--- config.mk ---
export PLATFORM = sky130hd
export DESIGN_NAME = mult_div_ctrl
export DESIGN_NICKNAME = d
export VERILOG_FILES = /design/src/rtl/mult_div_ctrl.sv
export SDC_FILE = /design/constraint.sdc
export NUM_CORES = 1
export LEC_CHECK = 0
export CORE_UTILIZATION = 44
export CTS_CLUSTER_SIZE = 8
export DETAILED_ROUTE_END_ITERATION = 8
export PLACE_DENSITY = 0.87
export SYNTH_ARGS = -nofsm -noshare
export SYNTH_HDL_FRONTEND = slang
export SYNTH_SLANG_ARGS = --single-unit
export TNS_END_PERCENT = 50
--- constraint.sdc ---
create_clock -name clk -period 2.48 [get_ports clk]
set_clock_uncertainty 0.2 [all_clocks]
set_input_delay 0.496 -clock clk [delete_from_list [all_inputs] [get_ports clk]]
set_output_delay 0.496 -clock clk [all_outputs]
set_load 0.02 [all_outputs]
--- src/rtl/mult_div_ctrl.sv ---
// ---------------------------------------------------------------------------
// mult_div_ctrl
//
// Sequencer for a multi-cycle signed multiply/divide unit and owner of the
// architectural HI/LO registers. It latches the operands, clears the unit,
// runs it for a fixed number of cycles, captures the result into HI/LO and
// pulses done. Divide-by-zero (detected up front or reported by the unit
// while running) ends the operation with a one-cycle exception pulse
// instead. mthi/mtlo writes are accepted only while idle.
//
// Ports:
//   clk           rising-edge clock
//   reset         asynchronous active-low reset (0 = reset)
//   start_mult    request signed multiply rs_val * rt_val
//   start_div     request signed divide rs_val / rt_val
//   abort         cancel the operation in flight
//   write_hi/lo   mthi/mtlo: write rs_val into hi/lo
//   rs_val/rt_val operands from the register file
//   unit_hi/lo    results from the arithmetic unit
//   unit_divzero  divide-by-zero flag from the arithmetic unit
//   op_a/op_b     latched operands to the arithmetic unit
//   unit_ctrl     unit opcode: 00 idle, 01 multiply, 10 divide
//   unit_clr      active-high clear to the arithmetic unit
//   busy          operation in flight (LOAD, RUN, CAPT)
//   done          one-cycle completion pulse
//   div_zero_exc  one-cycle divide-by-zero exception pulse
//   hi/lo         architectural HI/LO registers
// ---------------------------------------------------------------------------
module mult_div_ctrl #(
  parameter int MULT_CYCLES = 32,
  parameter int DIV_CYCLES  = 33
) (
  input  logic        clk,
  input  logic        reset,
  input  logic        start_mult,
  input  logic        start_div,
  input  logic        abort,
  input  logic        write_hi,
  input  logic        write_lo,
  input  logic [31:0] rs_val,
  input  logic [31:0] rt_val,
  input  logic [31:0] unit_hi,
  input  logic [31:0] unit_lo,
  input  logic        unit_divzero,
  output logic [31:0] op_a,
  output logic [31:0] op_b,
  output logic [1:0]  unit_ctrl,
  output logic        unit_clr,
  output logic        busy,
  output logic        done,
  output logic        div_zero_exc,
  output logic [31:0] hi,
  output logic [31:0] lo
);

  typedef enum logic [2:0] {IDLE, LOAD, RUN, CAPT, DONE, EXC} state_t;

  localparam logic [5:0] MULT_LAST = 6'(MULT_CYCLES - 1);
  localparam logic [5:0] DIV_LAST  = 6'(DIV_CYCLES - 1);

  state_t     state;
  state_t     next_state;
  logic [5:0] cnt;
  logic       is_div;
  logic       init_q;
  logic       abort_clr_q;
  logic       run_last;
  logic       accept_start;
  logic       any_start;

  // The counter runs 0..N-1 in RUN, so RUN lasts exactly N cycles.
  assign run_last = (cnt == (is_div ? DIV_LAST : MULT_LAST));

  // init_q holds off starts until the first edge after reset release, so the
  // unit sees its clear for a full cycle before any operation can begin.
  // An abort arriving in the same cycle as a start also wins over it.
  assign accept_start = !init_q && !abort;
  assign any_start    = start_mult || start_div;

  // State register.
  always_ff @(posedge clk or negedge reset) begin
    if (!reset) begin
      state <= IDLE;
    end else begin
      state <= next_state;
    end
  end

  // Next-state and output decode. unit_clr also covers the cycle after
  // reset release (init_q) and the idle cycle that follows an abort
  // (abort_clr_q). Abort overrides every transition and masks the
  // completion/exception pulses of the cycle it arrives in.
  always_comb begin
    next_state   = state;
    busy         = 1'b0;
    done         = 1'b0;
    div_zero_exc = 1'b0;
    unit_ctrl    = 2'b00;
    unit_clr     = init_q | abort_clr_q;
    case (state)
      IDLE: begin
        if (accept_start) begin
          if (start_mult) begin
            next_state = LOAD;
          end else if (start_div) begin
            next_state = (rt_val == 32'd0) ? EXC : LOAD;
          end
        end
      end
      LOAD: begin
        busy       = 1'b1;
        unit_clr   = 1'b1;
        next_state = RUN;
      end
      RUN: begin
        busy      = 1'b1;
        unit_ctrl = is_div ? 2'b10 : 2'b01;
        if (is_div && unit_divzero) begin
          next_state = EXC;
        end else if (run_last) begin
          next_state = CAPT;
        end
      end
      CAPT: begin
        busy       = 1'b1;
        next_state = DONE;
      end
      DONE: begin
        done       = 1'b1;
        next_state = IDLE;
      end
      EXC: begin
        div_zero_exc = 1'b1;
        unit_clr     = 1'b1;
        next_state   = IDLE;
      end
      default: next_state = IDLE;
    endcase
    if (abort && state != IDLE) begin
      next_state   = IDLE;
      done         = 1'b0;
      div_zero_exc = 1'b0;
    end
  end

  // Datapath: operand latch on entry to LOAD (held through CAPT), RUN
  // counter, result capture at the end of CAPT, and mthi/mtlo writes that
  // only land when idle and no start is presented in the same cycle.
  always_ff @(posedge clk or negedge reset) begin
    if (!reset) begin
      cnt         <= 6'd0;
      is_div      <= 1'b0;
      op_a        <= 32'd0;
      op_b        <= 32'd0;
      hi          <= 32'd0;
      lo          <= 32'd0;
      init_q      <= 1'b1;
      abort_clr_q <= 1'b0;
    end else begin
      init_q      <= 1'b0;
      abort_clr_q <= abort && (state != IDLE);
      if (state == IDLE && next_state == LOAD) begin
        op_a   <= rs_val;
        op_b   <= rt_val;
        is_div <= !start_mult;
      end
      if (state == LOAD) begin
        cnt <= 6'd0;
      end else if (state == RUN) begin
        cnt <= cnt + 6'd1;
      end
      if (state == CAPT && !abort) begin
        hi <= unit_hi;
        lo <= unit_lo;
      end else if (state == IDLE && !any_start) begin
        if (write_hi) hi <= rs_val;
        if (write_lo) lo <= rs_val;
      end
    end
  end

endmodule

## Word-level counts from Yosys, hierarchy flattened

Index checks and enable logic that the tools add are counted.

| operators by class | value |
|---|---|
| equal/unequal tests | 7 |
| multiplexer cells | 25 |
| reduce and logical (&&, ||, !) cells | 22 |
| bitwise gates (word level) | 1 |
| add/sub/neg operators | 1 |

Operator list:

| cell | number |
|---|---|
| 2-to-1 mux 32 bit | 6 |
| zero test 32 bit | 1 |
| 2-to-1 mux 3 bit | 7 |
| 2-to-1 mux 6 bit | 3 |
| one-hot mux 3 bit (4 select lines) | 1 |
| nonzero test 2 bit | 4 |
| adder 6 x 1 -> 6 bit, second input constant | 1 |
| == test 3 x 1 -> 1 bit, second input constant | 2 |
| == test 3 x 2 -> 1 bit, second input constant | 2 |
| == test 3 bit, second input constant | 2 |
| == test 6 bit | 1 |
| logical AND 1 bit | 6 |
| 2-to-1 mux 1 bit | 6 |
| zero test 1 bit | 4 |
| 2-to-1 mux 2 bit | 2 |
| AND reduction 2 bit | 2 |
| zero test 3 bit | 1 |
| nonzero test 3 bit | 1 |
| OR reduction 3 bit | 1 |
| OR reduction 2 bit | 1 |
| logical OR 1 bit | 1 |
| OR 1 bit | 1 |

| storage, ports and cells | value |
|---|---|
| bits of input ports | 136 |
| bits in registers | 140 |

## Logic depth before layout (Yosys ltp)

Gate-level depths: netlist (run 1).

| logic depth | value |
|---|---|
| depth after elaboration | 9 |
| depth in mapped cells | 8 |
| depth with buffers taken out | 4 |

## Worst setup path after synthesis (run 1)

Ideal clock, no wire load.

| timing | value |
|---|---|
| path kind | reg2reg |
| start point | register state[2] |
| end point | register op_a[0] |
| required time | 2.139 ns |
| path buffers | 3 |
| data arrival time | 1.666 ns |
| stages on the path, launching flop included | 8 |
| path slack | 0.474 ns |
| cell sequence | dfrtp_1 -> buf_2 -> or3_4 -> or3_4 -> buf_6 -> buf_6 -> nand2_1 -> nand3_1 |

| on the way | value |
|---|---|
| word-level cells in the longest chain between the ends | 7 |

RTL lines:

| element | line | source |
|---|---|---|
| start: declaration | 61 | `state_t state;` |
| start signal: assignment | 85 | `state <= next_state;` |
| 2-to-1 mux 3 bit | 105 | `end else if (start_div) begin` |
| 2-to-1 mux 3 bit | 103 | `if (start_mult) begin` |
| 2-to-1 mux 3 bit | 102 | `if (accept_start) begin` |
| one-hot mux 3 bit (4 select lines) | 100 | `case (state)` |
| 2-to-1 mux 3 bit | 139 | `if (abort && state != IDLE) begin` |
| == test 3 x 1 -> 1 bit | 162 | `if (state == IDLE && next_state == LOAD) begin` |
| logical AND 1 bit * | 162 |  |
| end signal: assignment | 163 | `op_a <= rs_val;` |
| end: declaration | 45 | `output logic [31:0] op_a,` |

Every way passes the cells marked *; elsewhere a longest branch is shown, timed or not.
A chain may end at the register's enable or synchronous reset.

## Worst setup path after layout (run 1)

| timing | value |
|---|---|
| start point | register state[0] |
| end point | output port unit_ctrl[1] |

| on the way | value |
|---|---|
| word-level cells in the longest chain between the ends | 2 |

RTL lines:

| element | line | source |
|---|---|---|
| == test 3 x 2 -> 1 bit | 100 |  |
| 2-to-1 mux 2 bit | 100 |  |
| end: declaration | 47 | `output logic [1:0] unit_ctrl,` |

No other way between the ends.

==> results of run 1 <==
## routing by layer
metal,global-route usage,share of wire,vias to the layer above
li1,-,-,3191
met1,0.3343,0.40,3412
met2,0.4990,0.51,335
met3,0.08140,0.072,47
met4,0.1204,0.026,0
met5,0,0,-
## Yosys cell counts, types with 2 or more instances
cell type / number / area share
nand3_1: 68 / 0.050
o21ai_0: 71 / 0.052
o311ai_0: 12 / 0.015
nor3_1: 6 / 0.0044
dfrtp_1: 139 / 0.51
nand2_1: 166 / 0.091
buf_6: 6 / 0.0098
or3_1: 2 / 0.0018
and3_1: 2 / 0.0018
nand2b_1: 3 / 0.0027
clkbuf_1: 38 / 0.021
a21oi_1: 3 / 0.0022
nor2b_1: 2 / 0.0018
buf_4: 2 / 0.0022
nor2_1: 10 / 0.0055
buf_1: 4 / 0.0022
or3_4: 2 / 0.0033
nor4_1: 9 / 0.0082
and2_1: 3 / 0.0027
and4_1: 2 / 0.0026
o311ai_1: 20 / 0.026
nand4_1: 66 / 0.060
buf_2: 17 / 0.012
mux2i_1: 64 / 0.093
## cell type report
class                   instances  area [µm²]  area share
flip-flops and latches        140        3505      0.3291
repair buffers                310        3183      0.2989
multi-input cells             526        3073      0.2886
clock buffers                  21       460.4     0.04324
well taps                     188       235.2     0.02209
clock inverters                10       187.7     0.01763
inverters                       1       3.754   0.0003525
## worst register-to-register path, cell delays in order, from the launching register on
cell and delay, ps:
dfrtp_1 380, buf_4 170, or3_4 420, or3_4 440, buf_12 190, nand2_1 130, nand3_1 80
## timing repair
item                       CTS  global route
hold buffers                 1             0
gates resized for setup      8             7
setup endpoints to repair    6             4
hold endpoints to repair    47             0
cloned                       0             0
## kinds of logic (layout without fill, tap and decap cells)
logic type               Yosys count  after routing  share of synthesized area
adder cells (fa/ha/maj)            1              1                   0.001822
other                              1              1                  0.0005461
flip-flops                       140            140                     0.5104
XOR/XNOR                           2              2                   0.002551
multiplexers                      64             64                    0.09329
AO/OA/AOI/OAI                    112            112                     0.1022
AND/OR/NAND/NOR                  346            346                     0.2413
buffers and inverters             68            342                    0.04792
## where the power goes
part           switching [mW]  internal [mW]  total [mW]  leakage (nW)
Clock                   0.992           1.84        2.83         0.310
Sequential              0.369           2.82        3.19          1.71
Combinational            1.45           1.43        2.88          2.68
Total                    2.81           6.09        8.90          4.70
## registers in the layout, indices dropped and copies added (netlist names)
signal,flops
lo,32
op_a,32
cnt,6
init_q,1
abort_clr_q,1
is_div,1
hi,32
state,3
op_b,32
## final timing paths
path                           from           end
setup / recovery           state[0]  unit_ctrl[1]
hold / removal             op_a[10]      op_a[10]
setup reg to reg           state[2]      op_b[21]
hold reg to reg            op_a[10]      op_a[10]
max in group asynchronous     reset      op_a[15]
min in group asynchronous     reset      op_b[18]
## through the flow
stage          cells  hold slack, ps
3_5_place_dp    1164           272.4
3_3_place_gp    1164           276.9
5_1_grt         1196           345.3
4_1_cts         1196           318.9
6_report        1196           322.2
2_1_floorplan    734          0.4090
==> impl_results.md, run 1 <==
- Status: complete, no violations
- Min cycle time layout: 2418 ps
- P_leak: 4.700 nW
- Syn Inst Count: 734
- Die Wd: 126.9 µm
- Pin count of the biggest net entering global routing: 67
- Count of final setup violators: 0
- Critical Path End Type: output port
- Final Instance Area: 10650 µm²
- Power Dens Cells: 836.2 nW/µm²
- Most frequent cells in the layout: clkdlybuf4s50_1 (262), nand2_1 (166), dfrtp_1 (139)
- Post-route setup TNS: 0 ps
- Final #Nets: 1133
- Pre-CTS setup slack: -403.0 ps
- Number of placed I/O pins: 270
- TritonCTS clock tree: built
- FF-to-FF path depth: 6
- Syn_area_per_cell: 9.355 µm²
- H-tree depth: 4
- Yosys cell types: 41
- Clk sinks: 140
- R2R Setup Slk: 350 ps
- # port buffers: 269
- Critical path buffers and inverters: 2
- Top_reg_cell synth: dfrtp_1
- Num rows: 45
- Fin util: 0.7004
- Die area: 16110 µm²
- Final Max Slew Viols: 0
- Final Hold Fails: 0
- ANT cells: 0
- Commonest non-fill, non-tap cell in the layout: clkdlybuf4s50_1
- Critical-path maximum fanout: 10
- WS Path Type: register to output port
- Crit path DAT: 1720 ps
- CTS Root Cell: clkbuf_16
- Initial Utilization: 0.4517
- DP HPWL: 15.38 mm
- Per-cell routed wire length: 19.15 µm
- Max Cap Viol: 0
- Filler instances: 1100
- Post-route ant nets: 0
- Drt pass-1 iters: 6
- Hold Path Cell Cnt: 2
- Synth async-reset ratio: 1.000
- Syn nets: 871
- Worst hold path class: register to register
- Yosys warning count: 0
- Period utilization: 0.9748
- Share of layout cells above drive strength 1: 0.08631
- CTS buffer count: 17
- First-pass GRT wire length: 35.92 mm
- Area growth syn-to-layout: 55.07%
- CP Launch Type: register
- Number of flops mapped to enable cells by yosys: 0
- Antenna violations before repair: 0
- CP max stage cell: dfrtp_1
- Final worst setup slack: 62.42 ps
- Vias post-DR: 6985
- Delay-heaviest family, CP: buffers and inverters
- Post-synthesis sequential area ratio: 0.5104
- Total Wirelength: 22.90 mm
- Req. time, crit path: 1780 ps
- Peak Freq: 0.4136 GHz
- Vias in the first global route: 7110
- Total power: 8.904 mW
- GRT Residual Overflow: 0
- GRT Overall Usage: 0.2879
- Number of cells on the critical path: 5
- Core Area: 15200 µm²
- Register bit total from synthesis: 140
- Routability Congestion: 0.7899
- Max incr delay on CP: 380 ps
- CTS max path bufs: 2
- DRC: 0
- Synthesized area: 6867 µm²
- Die height: 126.9 µm
- Worst path cell trace: buf_4 -> nand2b_1 -> nor2_1 -> and2_1 -> dlygate4sd2_1
- Worst-Skew Late Latency: 420 ps
- Placed Area: 9983 µm²
- VDD IR max: 0.4666 mV
- Clock slew seen by the registers of the worst setup and hold paths: 60 ps
- Setup Buffers After CTS: 0
- DR vias/cell: 5.840
- Iter 0 DRT Violations: 734
(Power assumes the default switching activity.)
==> run 2, diff against run 1 <==
--- a/config.mk
+++ b/config.mk
@@ -5,10 +5,12 @@
 export SDC_FILE = /design/constraint.sdc
 export NUM_CORES = 1
 export LEC_CHECK = 0
-export CORE_UTILIZATION = 44
+export CELL_PAD_IN_SITES_DETAIL_PLACEMENT = 1
+export CELL_PAD_IN_SITES_GLOBAL_PLACEMENT = 1
+export CORE_UTILIZATION = 32
 export CTS_CLUSTER_SIZE = 8
 export DETAILED_ROUTE_END_ITERATION = 8
-export PLACE_DENSITY = 0.87
+export PLACE_DENSITY = 0.86
 export SYNTH_ARGS = -nofsm -noshare
 export SYNTH_HDL_FRONTEND = slang
 export SYNTH_SLANG_ARGS = --single-unit
==> constraint.sdc (replaced) <==
create_clock -name clk -period 2.75 [get_ports clk]
set_clock_uncertainty 0.2 [all_clocks]
set_input_delay 0.55 -clock clk [delete_from_list [all_inputs] [get_ports clk]]
set_output_delay 0.55 -clock clk [all_outputs]
set_load 0.02 [all_outputs]
==> run 2 against run 1 <==
Against the previous run:
- register-to-register slack gained 250 ps
- sequential cell count stayed put
- sequential power decreased by 9.1%
- hold slack better by 1.4 ps
- clock power shrank 17%
- worst setup slack improved by 56 ps
- core utilization down 19 points
- critical path type unchanged
- critical endpoint is now unit_clr
- largest power group unchanged
- highest routed layer unchanged
==> impl_results.md, run 2 (synthesis gave the netlist of run 1 again) <==
- Status: complete, no violations
- CP Launch Type: register
- CTS max path bufs: 2
- CP max stage cell: clkdlybuf4s50_1
- Number of cells on the critical path: 3
- Clock slew seen by the registers of the worst setup and hold paths: 60 ps
- Final #Nets: 1125
- Vias in the first global route: 7559
- CTS Root Cell: clkbuf_16
- Total power: 7.885 mW
- Hold Slack: 323.7 ps
- Crit path DAT: 1880 ps
- CTS buffer count: 17
- Final Hold Fails: 0
- Min cycle time layout: 2632 ps
- Max-slew headroom: 0.6622
- Die Wd: 148.5 µm
- H-tree depth: 4
- Die height: 148.5 µm
- DP HPWL: 18.60 mm
- Area growth syn-to-layout: 55.30%
- First-pass GRT wire length: 42.01 mm
- Routability Congestion: 0.7861
- Final Max Slew Viols: 0
- # port buffers: 269
- Drt pass-1 iters: 6
- Delay-heaviest family, CP: buffers and inverters
- Iter 0 DRT Violations: 350
- FF-to-FF path depth: 6
- Worst-Margin Slew: 506.7 ps
- Antenna violations before repair: 0
- VDD IR max: 0.4040 mV
- Setup Buffers After CTS: 0
- Max incr delay on CP: 560 ps
- GRT Overall Usage: 0.2474
- ANT cells: 0
- Pin count of the biggest net entering global routing: 52
- Count of final setup violators: 0
- Period utilization: 0.9569
- Initial Utilization: 0.3266
- Per-cell routed wire length: 20.82 µm
- Peak Freq: 0.3800 GHz
- Post-route ant nets: 0
- DR vias/cell: 5.461
- Vias post-DR: 6968
- Total Wirelength: 26.57 mm
- P_leak: 4.647 nW
- Most frequent cells in the layout: clkdlybuf4s50_1 (265), nand2_1 (166), dfrtp_1 (139)
- Core Area: 21020 µm²
- Critical-path maximum fanout: 6
- Max Cap Viol: 0
- GRT Residual Overflow: 0
- Die area: 22050 µm²
- Power Dens Cells: 739.4 nW/µm²
- TritonCTS clock tree: built
- Number of placed I/O pins: 270
- Worst path cell trace: nor2b_1 -> or3_1 -> clkdlybuf4s50_1
- RSZ-0062 raised after global routing: false
- Share of layout cells above drive strength 1: 0.07692
- Worst hold path class: register to register
- Critical Path End Type: output port
- WS Path Type: register to output port
- Commonest non-fill, non-tap cell in the layout: clkdlybuf4s50_1
- Critical path buffers and inverters: 1
- Worst-Skew Late Latency: 420 ps
- Num rows: 53
- Clk sinks: 140
- Req. time, crit path: 2000 ps
- Hold Path Cell Cnt: 2
- DRC: 0
## run 2: routing by layer
metal	up-vias	wire, µm	global-route usage
li1	3170	-	-
met1	3508	10820	0.2952
met2	246	13490	0.4315
met3	44	1617	0.06258
met4	0	644	0.08247
met5	-	0	0
## run 2: worst register-to-register path, delay by kind of cell (launching register included)
kind / cells / cell delay (ps)
simple gates: 4 / 1030
buf+inv: 2 / 410
flops: 1 / 380
## run 2: through the flow
step	std cells	setup TNS [ps]	instance area, µm²	setup WS [ps]	util
3_5_place_dp	1243	-529.4	10060	-75.26	0.4784
3_3_place_gp	1243	0	10060	18.67	0.4784
2_1_floorplan	734	0	6867	692.6	-
6_report	1276	0	10660	118.5	0.5073
4_1_cts	1276	0	10660	52.87	0.5072
5_1_grt	1276	0	10660	37.18	0.5073
## run 2: power by group
group / switching (mW) / internal (mW)
logic: 1.34 / 1.28
clock network: 0.967 / 1.39
registers: 0.356 / 2.54
## run 2: path summary, 6_finish.rpt
path	startpoint	endpoint	slack, ps
max in group asynchronous	reset	lo[30]	1090
worst min register to register	op_a[29]	op_a[29]	320
worst min-delay path	op_a[29]	op_a[29]	320
worst max register to register	state[2]	op_a[18]	600
worst max-delay path	state[0]	unit_clr	120
min in group asynchronous	reset	lo[6]	440
## run 2: what timing repair did
item	4_1_cts	5_1_grt
gates cloned	0	0
hold buffers	1	0
endpoints found under the hold margin	48	0
resized for setup	2	1
pin swaps	0	0
endpoints found under the setup margin	2	1
## run 2: area by class of cell
cell class | instances | area [µm²]
Fill cell | 2325 | 10360
Sequential cell | 140 | 3505
Clock buffer | 20 | 456.7
Inverter | 1 | 3.754
Clock inverter | 12 | 140.1
Multi-Input combinational cell | 526 | 3058
Timing Repair Buffer | 302 | 3157
Tap cell | 275 | 344.1
